File: config.mk
export PLATFORM = sky130hd
export DESIGN_NAME = gpr_write_sched
export DESIGN_NICKNAME = d
export VERILOG_FILES = /design/src/rtl/gpr_sched_pkg.sv /design/src/rtl/gpr_md_fifo.sv /design/src/rtl/gpr_write_sched.sv
export SDC_FILE = /design/constraint.sdc
export NUM_CORES = 1
export LEC_CHECK = 0
export ABC_AREA = 1
export CAP_MARGIN = 30
export CORE_MARGIN = 2
export CORE_UTILIZATION = 40
export CTS_BUF_LIST = sky130_fd_sc_hd__clkbuf_8
export CTS_CLUSTER_SIZE = 28
export DETAILED_ROUTE_END_ITERATION = 10
export GPL_TIMING_DRIVEN = 0
export PLACE_DENSITY = 0.68
export SYNTH_ARGS = -nofsm -noshare
export SYNTH_HDL_FRONTEND = slang
export SYNTH_SLANG_ARGS = --single-unit
File: constraint.sdc
create_clock -name Clk -period 3.3 [get_ports Clk]
set_input_delay 0.495 -clock Clk [delete_from_list [all_inputs] [get_ports Clk]]
set_output_delay 0.495 -clock Clk [all_outputs]
set_load 0.05 [all_outputs]
File: src/rtl/gpr_sched_pkg.sv
`default_nettype none
// ============================================================================
// Module      : gpr_sched_pkg
// Description : Shared constants and types for the GPR write-port scheduler.
// Revision    : 1.0 - initial release
// ============================================================================
package gpr_sched_pkg;

    localparam int NREG = 32;
    localparam int AW   = 5;
    localparam int DW   = 32;

    typedef enum logic [1:0] {
        GNT_NONE = 2'd0,
        GNT_WB   = 2'd1,
        GNT_MD   = 2'd2
    } grant_e;

    typedef struct packed {
        logic [AW-1:0] wa;
        logic [DW-1:0] wd;
    } md_entry_t;

endpackage
`default_nettype wire

File: src/rtl/gpr_md_fifo.sv
`default_nettype none
// ============================================================================
// Module      : gpr_md_fifo
// Description : DEPTH-entry FIFO of mult/div results awaiting the GPR port.
// Revision    : 1.0 - initial release
// ============================================================================
module gpr_md_fifo
    import gpr_sched_pkg::*;
#(
    parameter int DEPTH = 2
) (
    input  logic      clk,
    input  logic      rst,
    input  logic      i_push,
    input  md_entry_t i_push_data,
    input  logic      i_pop,
    output md_entry_t o_head,
    output logic      o_full,
    output logic      o_empty
);

    localparam int c_ptr_w = (DEPTH > 1) ? $clog2(DEPTH) : 1;
    localparam int c_cnt_w = $clog2(DEPTH + 1);

    md_entry_t          r_mem [DEPTH];
    logic [c_ptr_w-1:0] r_wr_ptr;
    logic [c_ptr_w-1:0] r_rd_ptr;
    logic [c_cnt_w-1:0] r_count;
    logic               w_push;
    logic               w_pop;

    function automatic logic [c_ptr_w-1:0] ptr_inc(input logic [c_ptr_w-1:0] ptr);
        return (ptr == c_ptr_w'(DEPTH - 1)) ? '0 : ptr + 1'b1;
    endfunction

    assign o_full  = (r_count == c_cnt_w'(DEPTH));
    assign o_empty = (r_count == '0);
    assign w_push  = i_push & ~o_full;
    assign w_pop   = i_pop & ~o_empty;
    assign o_head  = r_mem[r_rd_ptr];

    // Storage carries no reset; occupancy is defined by the pointers and count.
    always_ff @(posedge clk) begin
        if (w_push) begin
            r_mem[r_wr_ptr] <= i_push_data;
        end
    end

    always_ff @(posedge clk) begin
        if (rst) begin
            r_wr_ptr <= '0;
            r_rd_ptr <= '0;
            r_count  <= '0;
        end else begin
            if (w_push) begin
                r_wr_ptr <= ptr_inc(r_wr_ptr);
            end
            if (w_pop) begin
                r_rd_ptr <= ptr_inc(r_rd_ptr);
            end
            case ({w_push, w_pop})
                2'b10:   r_count <= r_count + 1'b1;
                2'b01:   r_count <= r_count - 1'b1;
                default: r_count <= r_count;
            endcase
        end
    end

endmodule
`default_nettype wire

File: src/rtl/gpr_write_sched.sv
`default_nettype none
// ============================================================================
// Module      : gpr_write_sched
// Description : Shares the GPR write port between WB and the mult/div unit and
//               scoreboards pending MD writes. Optional anti-starvation hold is
//               enabled by defining GPR_SCHED_STARVE_EN.
// Revision    : 1.0 - initial release
// ============================================================================
module gpr_write_sched
    import gpr_sched_pkg::*;
#(
    parameter int NREG         = 32,
    parameter int AW           = 5,
    parameter int DW           = 32,
    parameter int BUF_DEPTH    = 2,
    parameter int STARVE_LIMIT = 8
) (
    input  logic            Clk,
    input  logic            Reset,
    input  logic            wb_we,
    input  logic [AW-1:0]   wb_wa,
    input  logic [DW-1:0]   wb_wd,
    input  logic            md_issue,
    input  logic [AW-1:0]   md_rd,
    input  logic            md_valid,
    output logic            md_ready,
    input  logic [AW-1:0]   md_wa,
    input  logic [DW-1:0]   md_wd,
    input  logic [AW-1:0]   id_rs,
    input  logic [AW-1:0]   id_rt,
    input  logic [AW-1:0]   id_rd,
    input  logic            id_rd_en,
    output logic            id_stall,
    output logic            wb_hold,
    output logic            gpr_we,
    output logic [AW-1:0]   gpr_wa,
    output logic [DW-1:0]   gpr_wd,
    output logic [NREG-1:0] busy_vec
);

    md_entry_t       w_push_data;
    md_entry_t       w_head;
    logic            w_full;
    logic            w_empty;
    logic            w_wb_req;
    logic            w_wb_hold;
    grant_e          w_grant;
    logic [NREG-1:0] r_busy;
    logic [NREG-1:0] w_busy_nxt;

    // These branches elaborate only for unusable parameter values.
    if (BUF_DEPTH < 1) begin : g_bad_buf_depth
    end
    if (STARVE_LIMIT < 1) begin : g_bad_starve_limit
    end

    assign w_push_data.wa = md_wa;
    assign w_push_data.wd = md_wd;

    gpr_md_fifo #(
        .DEPTH (BUF_DEPTH)
    ) u_md_fifo (
        .clk         (Clk),
        .rst         (Reset),
        .i_push      (md_valid & md_ready),
        .i_push_data (w_push_data),
        .i_pop       (w_grant == GNT_MD),
        .o_head      (w_head),
        .o_full      (w_full),
        .o_empty     (w_empty)
    );

    assign md_ready = ~w_full;
    assign w_wb_req = wb_we & (wb_wa != '0);

    always_comb begin
        w_grant = GNT_NONE;
        if (w_wb_hold && !w_empty) begin
            w_grant = GNT_MD;
        end else if (w_wb_req) begin
            w_grant = GNT_WB;
        end else if (!w_empty) begin
            w_grant = GNT_MD;
        end
    end

`ifdef GPR_SCHED_STARVE_EN
    localparam int c_starve_w = $clog2(STARVE_LIMIT + 1);

    logic [c_starve_w-1:0] r_starve_cnt;
    logic                  r_wb_hold;

    // Hold fires the cycle after the count reaches the limit, forcing MD through.
    always_ff @(posedge Clk) begin
        if (Reset) begin
            r_starve_cnt <= '0;
            r_wb_hold    <= 1'b0;
        end else begin
            r_wb_hold <= 1'b0;
            if (w_grant == GNT_MD) begin
                r_starve_cnt <= '0;
            end else if (!w_empty) begin
                if (r_starve_cnt + 1'b1 == c_starve_w'(STARVE_LIMIT)) begin
                    r_starve_cnt <= '0;
                    r_wb_hold    <= 1'b1;
                end else begin
                    r_starve_cnt <= r_starve_cnt + 1'b1;
                end
            end
        end
    end

    assign w_wb_hold = r_wb_hold;
`else
    assign w_wb_hold = 1'b0;
`endif

    assign wb_hold = w_wb_hold;

    // A new issue to a register wins over the retiring write of an older op.
    always_comb begin
        w_busy_nxt = r_busy;
        if (w_grant == GNT_MD) begin
            w_busy_nxt[w_head.wa] = 1'b0;
        end
        if (md_issue) begin
            w_busy_nxt[md_rd] = 1'b1;
        end
        w_busy_nxt[0] = 1'b0;
    end

    always_ff @(posedge Clk) begin
        if (Reset) begin
            r_busy <= '0;
            gpr_we <= 1'b0;
            gpr_wa <= '0;
            gpr_wd <= '0;
        end else begin
            r_busy <= w_busy_nxt;
            case (w_grant)
                GNT_WB: begin
                    gpr_we <= 1'b1;
                    gpr_wa <= wb_wa;
                    gpr_wd <= wb_wd;
                end
                GNT_MD: begin
                    gpr_we <= 1'b1;
                    gpr_wa <= w_head.wa;
                    gpr_wd <= w_head.wd;
                end
                default: begin
                    gpr_we <= 1'b0;
                    gpr_wa <= '0;
                    gpr_wd <= '0;
                end
            endcase
        end
    end

    assign busy_vec = r_busy;
    assign id_stall = r_busy[id_rs] | r_busy[id_rt] | (id_rd_en & r_busy[id_rd]);

endmodule
`default_nettype wire

Word level (Yosys, flattened, before mapping) --
Memories as Yosys holds them, arrays and structs flattened. A register that Yosys moved wholly into a read port is not among the register bits. Index checks and enable logic that the tools add are counted.
Word-level totals: bits in writable memories 74, bits of input ports 100, logic and storage cells 67, output and inout bits 73, flip-flop bits (word level) 74, memories kept 1
Operators by class: reduce and logical (&&, ||, !) cells 6, bitwise gates (word level) 12, order comparisons 7, add/sub/neg operators 4, equal/unequal tests 5, mux-type cells 24
Memory list:
- u_md_fifo.r_mem | depth 2, bits a word 37, rd ports 1, clocked after Yosys merged registers in 1, write ports 1, line gpr_md_fifo.sv:25 | md_entry_t r_mem [DEPTH];
Operator list (count):
- two-way mux 32 bit | 2
- case mux 32 bit (2 select lines) | 1
- bitwise AND 32 bit | 1
- inverter 32 bit | 1
- bitwise OR 32 bit | 1
- less-than comparator 5 x 6 -> 1 bit (second input constant) | 5
- binary-select mux 1 bit (select 5 bit) | 3
- two-way mux 1 bit | 12
- demux 1 bit (select 5 bit) | 2
- >= comparator 5 x 1 -> 1 bit (second input constant) | 2
- case mux 5 bit (2 select lines) | 1
- equality test 2 bit (second input constant) | 3
- bitwise AND 1 bit | 5
- nonzero test 5 bit | 1
- equality test 2 x 1 -> 1 bit (second input constant) | 2
- two-way mux 2 bit | 2
- case mux 2 bit (2 select lines) | 1
- adder 1 bit (second input constant) | 2
- adder 2 x 1 -> 2 bit (second input constant) | 1
- logical AND 1 bit | 2
- logical NOT 2 bit | 1
- inverter 1 bit | 2
- bitwise OR 1 bit | 2
- nonzero test 2 bit | 1
- 2 further kinds | 2

Depth between registers and ports, before layout --
Gate-level depths: netlist of run 1.
depth in word-level cells 9, depth in mapped cells 12, depth with buffers taken out 11

Modules after synthesis --
Synthesis of run 1 repeated with hierarchy kept, for this count alone.
Second synthesis, totals: cells, all modules 764, area total of the unflattened synthesis 6800.3 um^2
Modules (own cells, without submodules):
- gpr_write_sched | seq. area each 1381.3 um^2, cells an instance 609, area an instance 3732.3 um^2, instances 1
- gpr_md_fifo | seq. area each 2322.2 um^2, cells an instance 155, area an instance 3067.9 um^2, instances 1

Worst setup path before layout of run 1 --
No wires, ideal clock.
path type register to register, start point reg u_md_fifo.r_count[0], end point mem u_md_fifo.r_mem[1][0] (netlist name) (enable), stages on the path, launching flop included 5, buffers on the path 0, clock period less this slack 3048 ps, setup slack 252 ps, setup time 433 ps, arrival time 2615 ps, required time 2867 ps, path through dfxtp_1 -> inv_1 -> nand2_1 -> nand2_1 -> nor2_1
On the way: word-level cells in the longest chain between the ends 6
Ends and longest elaborated chain:
- from (decl) | line gpr_md_fifo.sv:28 | logic [c_cnt_w-1:0] r_count;
- from (signal assigned) | line gpr_md_fifo.sv:62 | 2'b10: r_count <= r_count + 1'b1;
- from (signal assigned) | line gpr_md_fifo.sv:63 | 2'b01: r_count <= r_count - 1'b1;
- from (signal assigned) | line gpr_md_fifo.sv:64 | default: r_count <= r_count;
- equality test 2 bit (*) | line gpr_md_fifo.sv:36 | assign o_full = (r_count == c_cnt_w'(DEPTH));
- inverter 1 bit (*) | line gpr_write_sched.sv:73 | assign md_ready = ~w_full;
- named net md_ready | line gpr_write_sched.sv:26 | output logic md_ready,
- bitwise AND 1 bit | line gpr_write_sched.sv:65 | .i_push (md_valid & md_ready),
- bitwise AND 1 bit (*) | line gpr_md_fifo.sv:38 | assign w_push = i_push & ~o_full;
- two-way mux 1 bit (*) | line gpr_md_fifo.sv:44 | if (w_push) begin
- two-way mux 1 bit (not written as such) (*) | line gpr_md_fifo.sv:45 | r_mem[r_wr_ptr] <= i_push_data;
- to (decl) | line gpr_md_fifo.sv:25
The timed path passes the listed nets; every way through them passes the cells marked *.

Worst setup path in the final report of run 1 --
start point in id_rs[0], end point out id_stall
On the way: word-level cells in the longest chain between the ends 4
Ends and longest elaborated chain:
- from (decl) | line gpr_write_sched.sv:29 | input logic [AW-1:0] id_rs,
- binary-select mux 1 bit (select 5 bit) | line gpr_write_sched.sv:161 | assign id_stall = r_busy[id_rs] | r_busy[id_rt] | (id_rd_en & r_busy[id_rd]);
- two-way mux 1 bit (not written as such) | line gpr_write_sched.sv:161
- bitwise OR 1 bit (2 in series) | line gpr_write_sched.sv:161
- to (decl) | line gpr_write_sched.sv:33 | output logic id_stall,
No other way between the ends. The select of a mux whose other input is x is not followed.

==> flow_metrics.env, run 1 <==
export IMPL_grt_use_total_pct=20.5
export IMPL_yosysWarnings=0
export IMPL_cp_top_family="buffers and inverters"
export IMPL_synth_edf_count=74
export IMPL_cp_required_ns=2.80
export IMPL_slowest_stage="clkdlybuf4s50_1"
export IMPL_yosys_top_cells_area="edfxtp_1, dfxtp_1, nand2_1"
export IMPL_endpoint_kind="primary output"
export IMPL_fin_area_mm2=0.00910
export IMPL_synth_top_cells_by_count="nand2_1, nand3_1, a21oi_1, dfxtp_1, edfxtp_1"
export IMPL_slowest_delay_ns=0.52
export IMPL_regArea_mm2=0.00370
export IMPL_rsz0062_at_grt="no"
export IMPL_min_path_type="in2reg"
export IMPL_synth_seq_cells=148
export IMPL_yosysTopAreaCellShare_pct=33.1
export IMPL_chipHeight_um=133
export IMPL_syn2layout_area_growth_pct=35.7
export IMPL_ctsHtreeMaxLevel=4
export IMPL_via_per_inst=4.95
export IMPL_worst_setup_path_start_kind="input port"
export IMPL_layoutNonFillerInstCount=1187
export IMPL_crit_end="id_stall"
export IMPL_final_max_slew_violation_count=0
export IMPL_drt_total_wl_um=18100
export IMPL_path_class="in2out"
export IMPL_gp_congestion=0.897
export IMPL_start_util_pct=40.7
export IMPL_die_area_mm2=0.0178
export IMPL_startpoint="id_rs[0]"
export IMPL_grt_max_degree=31
export IMPL_syn_area_per_cell_um2=8.75
export IMPL_layout_drive_gt1_share_pct=11.5
export IMPL_cts_tree="yes"
export IMPL_rrSetupSlack_ns=1.50
export IMPL_antenna_found_initial=0
export IMPL_synth_yosys_seq_area_share_pct=55.2
export IMPL_crit_fanout=10
export IMPL_reg2reg_to="u_md_fifo.r_count[1]"
export IMPL_vias=5872
export IMPL_ys_flop_type="edfxtp_1"
export IMPL_cp_num_buf_inv=3
export IMPL_path_clk_slew_ns=0.08
export IMPL_core_mm2=0.0165
export IMPL_ir_drop_uv=308
export IMPL_placed_area_mm2=0.00869
export IMPL_timing_hold_ws_ns=0.449
export IMPL_drc=0
export IMPL_cts_inserted_buffers=17
export IMPL_first_pass_iters=6
export IMPL_multi_input_area_mm2=0.00259
export IMPL_powerDensity_mw_per_mm2=552
export IMPL_postSynth_asyncResetShare_pct=0
export IMPL_wire_per_inst_um=15.3
export IMPL_setup_viol=0
export IMPL_crit_top_cell="nand3_1"
export IMPL_worstPathArrival_ns=2.39
export IMPL_critical_path_depth=9
export IMPL_port_buffers=164
export IMPL_syn_inst=766
export IMPL_max_slew_margin_rel_pct=30.0
export IMPL_grt_pass1_vias=5824
export IMPL_synth_most_common_cell="nand2_1"
export IMPL_dp_cells=1155
export IMPL_fillCellCount=1554
export IMPL_finClkSkew_ns=0.0105
export IMPL_hold_viol_final=0
export IMPL_synth_cell_types=29
export IMPL_final_nets=1055
export IMPL_fin_crit_sh_pct=87.4
export IMPL_die_x_um=133
export IMPL_cts_root_buffer="clkbuf_8"
export IMPL_final_antenna_net_count=0
export IMPL_yosysTopAreaCell="edfxtp_1"
export IMPL_io_pins=173
export IMPL_maxCapViolCount=0
export IMPL_finalCoreUtilization_pct=55.2
export IMPL_r2r_start="u_md_fifo.r_count[1]"
export IMPL_status="finished clean"
export IMPL_max_freq_mhz=347
export IMPL_clk_latency_ns=0.44
export IMPL_grt_pass1_wl_um=28800
export IMPL_n_antenna_cell=0
export IMPL_fp_row_count=47
export IMPL_worstMarginPinSlew_ns=1.04
export IMPL_cts_sinks=148
export IMPL_cp_cell_sequence="clkdlybuf4s50_1 -> clkbuf_1 -> o211ai_1 -> nand3_1 -> nand3_1 -> nand3_1 -> nand2_1 -> nand3_1 -> dlymetal6s2s_1"
export IMPL_dp_hpwl_um=13800
export IMPL_overflow=0
export IMPL_finalCriticalPeriod_ns=2.89
export IMPL_ctsLongestPathBuffers=2
export IMPL_syn_cell_area_mm2=0.00671
export IMPL_drt_iter0_markers=330
export IMPL_reg2reg_depth=8
export IMPL_p_leak_nw=3.37
[state kept, by name, indices dropped and copies added (netlist names), named ones only]
name                flops
u_md_fifo.r_mem        74
gpr_wd                 32
busy_vec               31
gpr_wa                  5
u_md_fifo.r_count       2
gpr_we                  1
u_md_fifo.r_rd_ptr      1
u_md_fifo.r_wr_ptr      1
[metal layers]
layer  track usage (%)  up-vias  routed length, um
li1                  -     2925                  -
met5                 0        -                  0
met1              24.6     2700               7700
met2              34.1      223               8490
met3              7.61       24               1680
met4              6.86        0                263
[worst min path at each step]
stage / slack [ns] / start / cells after the start / to
6_report: 0.45 / Reset / 2 / busy_vec[7]
5_1_grt: 0.45 / Reset / 2 / busy_vec[7]
4_1_cts: 0.41 / Reset / 2 / busy_vec[6]
3_5_place_dp: 0.48 / u_md_fifo.r_rd_ptr / 2 / u_md_fifo.r_rd_ptr
3_3_place_gp: 0.47 / u_md_fifo.r_rd_ptr / 2 / u_md_fifo.r_rd_ptr
2_1_floorplan: 0.46 / u_md_fifo.r_rd_ptr / 2 / flip-flop
[where the power goes]
| part | internal, mW | switching, mW |
|---|---|---|
| Sequential | 2.13 | 0.0652 |
| Combinational | 0.528 | 0.893 |
| Clock | 0.740 | 0.664 |
[logic make-up after synthesis]
family / after synthesis / share of synthesized area (%)
and+or+nand+nor: 367 / 23.6
DFF: 148 / 55.2
AOI/OAI and AO/OA: 117 / 9.20
buffers and inverters: 100 / 6.36
muxes: 32 / 5.37
adders and majority gates: 1 / 0.187
other: 1 / 0.0559
[final cells by class]
class                      instances  area share, %
sequential                       148           40.7
multi-input combinational        519           28.5
timing repair buffer             168           18.7
tap                              220           3.03
inverter                          64           2.70
clock buffer                      17           2.57
buffer                            36           1.99
clock inverter                    15           1.83
[repair_timing]
item,in CTS,in global routing
resized for setup,0,1
hold buffers,0,0
setup endpoints to repair,0,1
buffers inserted,0,0
[layout by cell type (no fill, tap or decap), drive strengths merged, types with 3 or more instances in the layout]
cell type	synthesis	layout
clkinv	2	9
clkdlybuf4s50	0	163
buf	16	20
nand2	248	248
nor3	16	16
bufinv	0	3
dfxtp	74	74
a21oi	74	74
nand3	79	79
nor2	20	20
mux2	32	32
clkbuf	20	37
o211ai	3	3
edfxtp	74	74
inv	62	65
o21ai	39	39
[per-stage QoR]
step	TNS, ns	setup slack (ns)	power [mW]
after global routing	0	0.235	5.26
after detailed placement	0	0.0558	3.67
after global placement	-61.51	-0.853	3.64
after floorplan	0	0.252	3.17
final	0	0.414	5.02
after CTS	0	0.0502	5.06
(Power assumes the default switching activity.)
==> inputs of run 2 (changes only) <==
--- a/config.mk
+++ b/config.mk
@@ -14,6 +14,7 @@
 export DETAILED_ROUTE_END_ITERATION = 10
 export GPL_TIMING_DRIVEN = 0
 export PLACE_DENSITY = 0.68
+export SLEW_MARGIN = 20
 export SYNTH_ARGS = -nofsm -noshare
 export SYNTH_HDL_FRONTEND = slang
 export SYNTH_SLANG_ARGS = --single-unit
==> run 2 against run 1 <==
  * Routed wire length increased by 0.50%
  * First-iteration DRC count increased by 5.5%
  * Non-clock buffer count increased by 1
  * Critical path depth unchanged
  * Fmax about the same
  * Clock skew increased by 0.0046 ns
  * Register-to-register slack about the same
  * Global-route usage increased by 0.28 points
  * Clock-buffer cell count unchanged
  * Hold slack improved by 0.010 ns
  * Critical path type unchanged
  * Combinational power about the same
  * Largest cell class unchanged
  * Core utilization about the same
==> flow_metrics.env, run 2 (synthesis results as in run 1) <==
export IMPL_status="finished clean"
export IMPL_dp_hpwl_um=13800
export IMPL_min_path_type="in2reg"
export IMPL_ctsLongestPathBuffers=2
export IMPL_setup_slack_ns=0.416
export IMPL_min_delay_start="Reset"
export IMPL_io_pins=173
export IMPL_fp_row_count=47
export IMPL_max_slew_margin_rel_pct=35.0
export IMPL_rrSetupSlack_ns=1.50
export IMPL_startpoint="id_rs[0]"
export IMPL_wl_met3_um=1680
export IMPL_gp_congestion=0.897
export IMPL_mostFrequentLayoutCell="nand2_1"
export IMPL_fin_total_pwr_mw=5.02
export IMPL_setup_viol=0
export IMPL_start_util_pct=40.7
export IMPL_largest_reg_flops=74
export IMPL_port_buffers=164
export IMPL_grt_pass1_vias=5855
export IMPL_worstMarginPinSlew_ns=0.968
export IMPL_overflow=0
export IMPL_cts_sinks=148
export IMPL_min_path_cells=2
export IMPL_core_mm2=0.0165
export IMPL_endpoint_kind="primary output"
export IMPL_die_area_mm2=0.0178
export IMPL_worst_setup_path_start_kind="input port"
export IMPL_grt_use_total_pct=20.8
export IMPL_p_leak_nw=3.37
export IMPL_syn2layout_area_growth_pct=35.7
export IMPL_chipHeight_um=133
export IMPL_layout_drive_gt1_share_pct=11.7
export IMPL_clk_latency_ns=0.43
export IMPL_grt_pass1_wl_um=29100
export IMPL_rsz0062_at_grt="no"
export IMPL_r2r_start="u_md_fifo.r_count[0]"
export IMPL_wire_per_inst_um=15.3
export IMPL_finalCoreUtilization_pct=55.3
export IMPL_cts_tree="yes"
export IMPL_path_class="in2out"
export IMPL_path_clk_slew_ns=0.08
export IMPL_max_freq_mhz=347
export IMPL_min_to="busy_vec[7]"
export IMPL_cp_required_ns=2.80
export IMPL_finalSetupTns_ns=0
export IMPL_topRoutingLayerUsed="met4"
export IMPL_wl_met2_um=8570
export IMPL_cts_root_buffer="clkbuf_8"
export IMPL_place_ws_ns=0.0396
export IMPL_timing_hold_ws_ns=0.459
export IMPL_reg2reg_depth=5
export IMPL_maxCapViolCount=0
export IMPL_vias=5890
export IMPL_regMostFlops="u_md_fifo.r_mem"
export IMPL_hold_viol_final=0
export IMPL_first_pass_iters=6
export IMPL_finClkSkew_ns=0.0150
export IMPL_antenna_found_initial=0
export IMPL_die_x_um=133
export IMPL_worstPathArrival_ns=2.39
export IMPL_powerDensity_mw_per_mm2=552
export IMPL_ctsHtreeMaxLevel=4
export IMPL_drt_iter0_markers=348
export IMPL_via_per_inst=4.96
export IMPL_reg2reg_to="u_md_fifo.r_mem[1][2]"
export IMPL_n_antenna_cell=0
export IMPL_cts_inserted_buffers=17
export IMPL_drc=0
export IMPL_fin_crit_sh_pct=87.4
export IMPL_finalCriticalPeriod_ns=2.88
export IMPL_crit_fanout=10
export IMPL_routedLengthMet1_um=7770
export IMPL_drt_total_wl_um=18200
export IMPL_layout_common_cells="nand2_1, clkdlybuf4s50_1, nand3_1"
export IMPL_grt_max_degree=25
export IMPL_final_nets=1056
export IMPL_final_antenna_net_count=0
export IMPL_final_max_slew_violation_count=0
export IMPL_ir_drop_uv=340
-- run 2: cell count changes in the layout (fill, tap and decap cells not counted), sizes merged --
cell and change:
clkinv -1, clkinvlp +2, inv -1, buf +1
-- run 2: critical path, cell delays in order --
cell,delay (ns)
clkdlybuf4s50_1,0.52
clkbuf_1,0.37
o211ai_1,0.17
nand3_1,0.11
nand3_1,0.09
nand3_1,0.08
nand2_1,0.06
nand3_1,0.07
dlymetal6s2s_1,0.42
-- run 2: cell type report --
type / instances / area, um2
Fill cell: 1542 / 7370
Sequential cell: 148 / 3700
Multi-Input combinational cell: 519 / 2590
Timing Repair Buffer: 169 / 1700
Tap cell: 220 / 275
Inverter: 64 / 245
Clock buffer: 17 / 234
Buffer: 36 / 181
Clock inverter: 15 / 165
-- run 2: worst max path at each step --
| stage | slack (ns) | cells past startpoint | endpoint |
|---|---|---|---|
| 2_1_floorplan | 0.25 | 4 | u_md_fifo.r_mem[1][0] |
| 3_3_place_gp | -0.85 | 3 | u_md_fifo.r_mem[1][3] |
| 4_1_cts | 0.04 | 9 | id_stall |
| 6_report | 0.42 | 9 | id_stall |
| 5_1_grt | 0.24 | 9 | id_stall |
| 3_5_place_dp | 0.04 | 9 | id_stall |
-- run 2: power breakdown --
group | total (mW) | internal [mW] | switching, mW
registers | 2.20 | 2.13 | 0.0661
logic | 1.42 | 0.528 | 0.896
clock network | 1.40 | 0.739 | 0.665
-- run 2: metal layers --
metal,global-route usage [%],up-vias
met3,7.38,18
met1,25.4,2736
met4,6.09,0
li1,-,2934
met2,34.7,202
met5,0,-
-- run 2: through the flow --
stage                     cell area (um2)  instances
after global routing                 9100       1188
after CTS                            9090       1187
after global placement               8630       1151
after detailed placement             8690       1155
final                                9100       1188
after floorplan                      6710        767
-- run 2: timing repair --
item | 4_1_cts | 5_1_grt
hold endpoints to repair | 0 | 0
hold buffers | 0 | 0
setup endpoints to repair | 0 | 1
buffers inserted | 0 | 0
gates resized for setup | 0 | 1
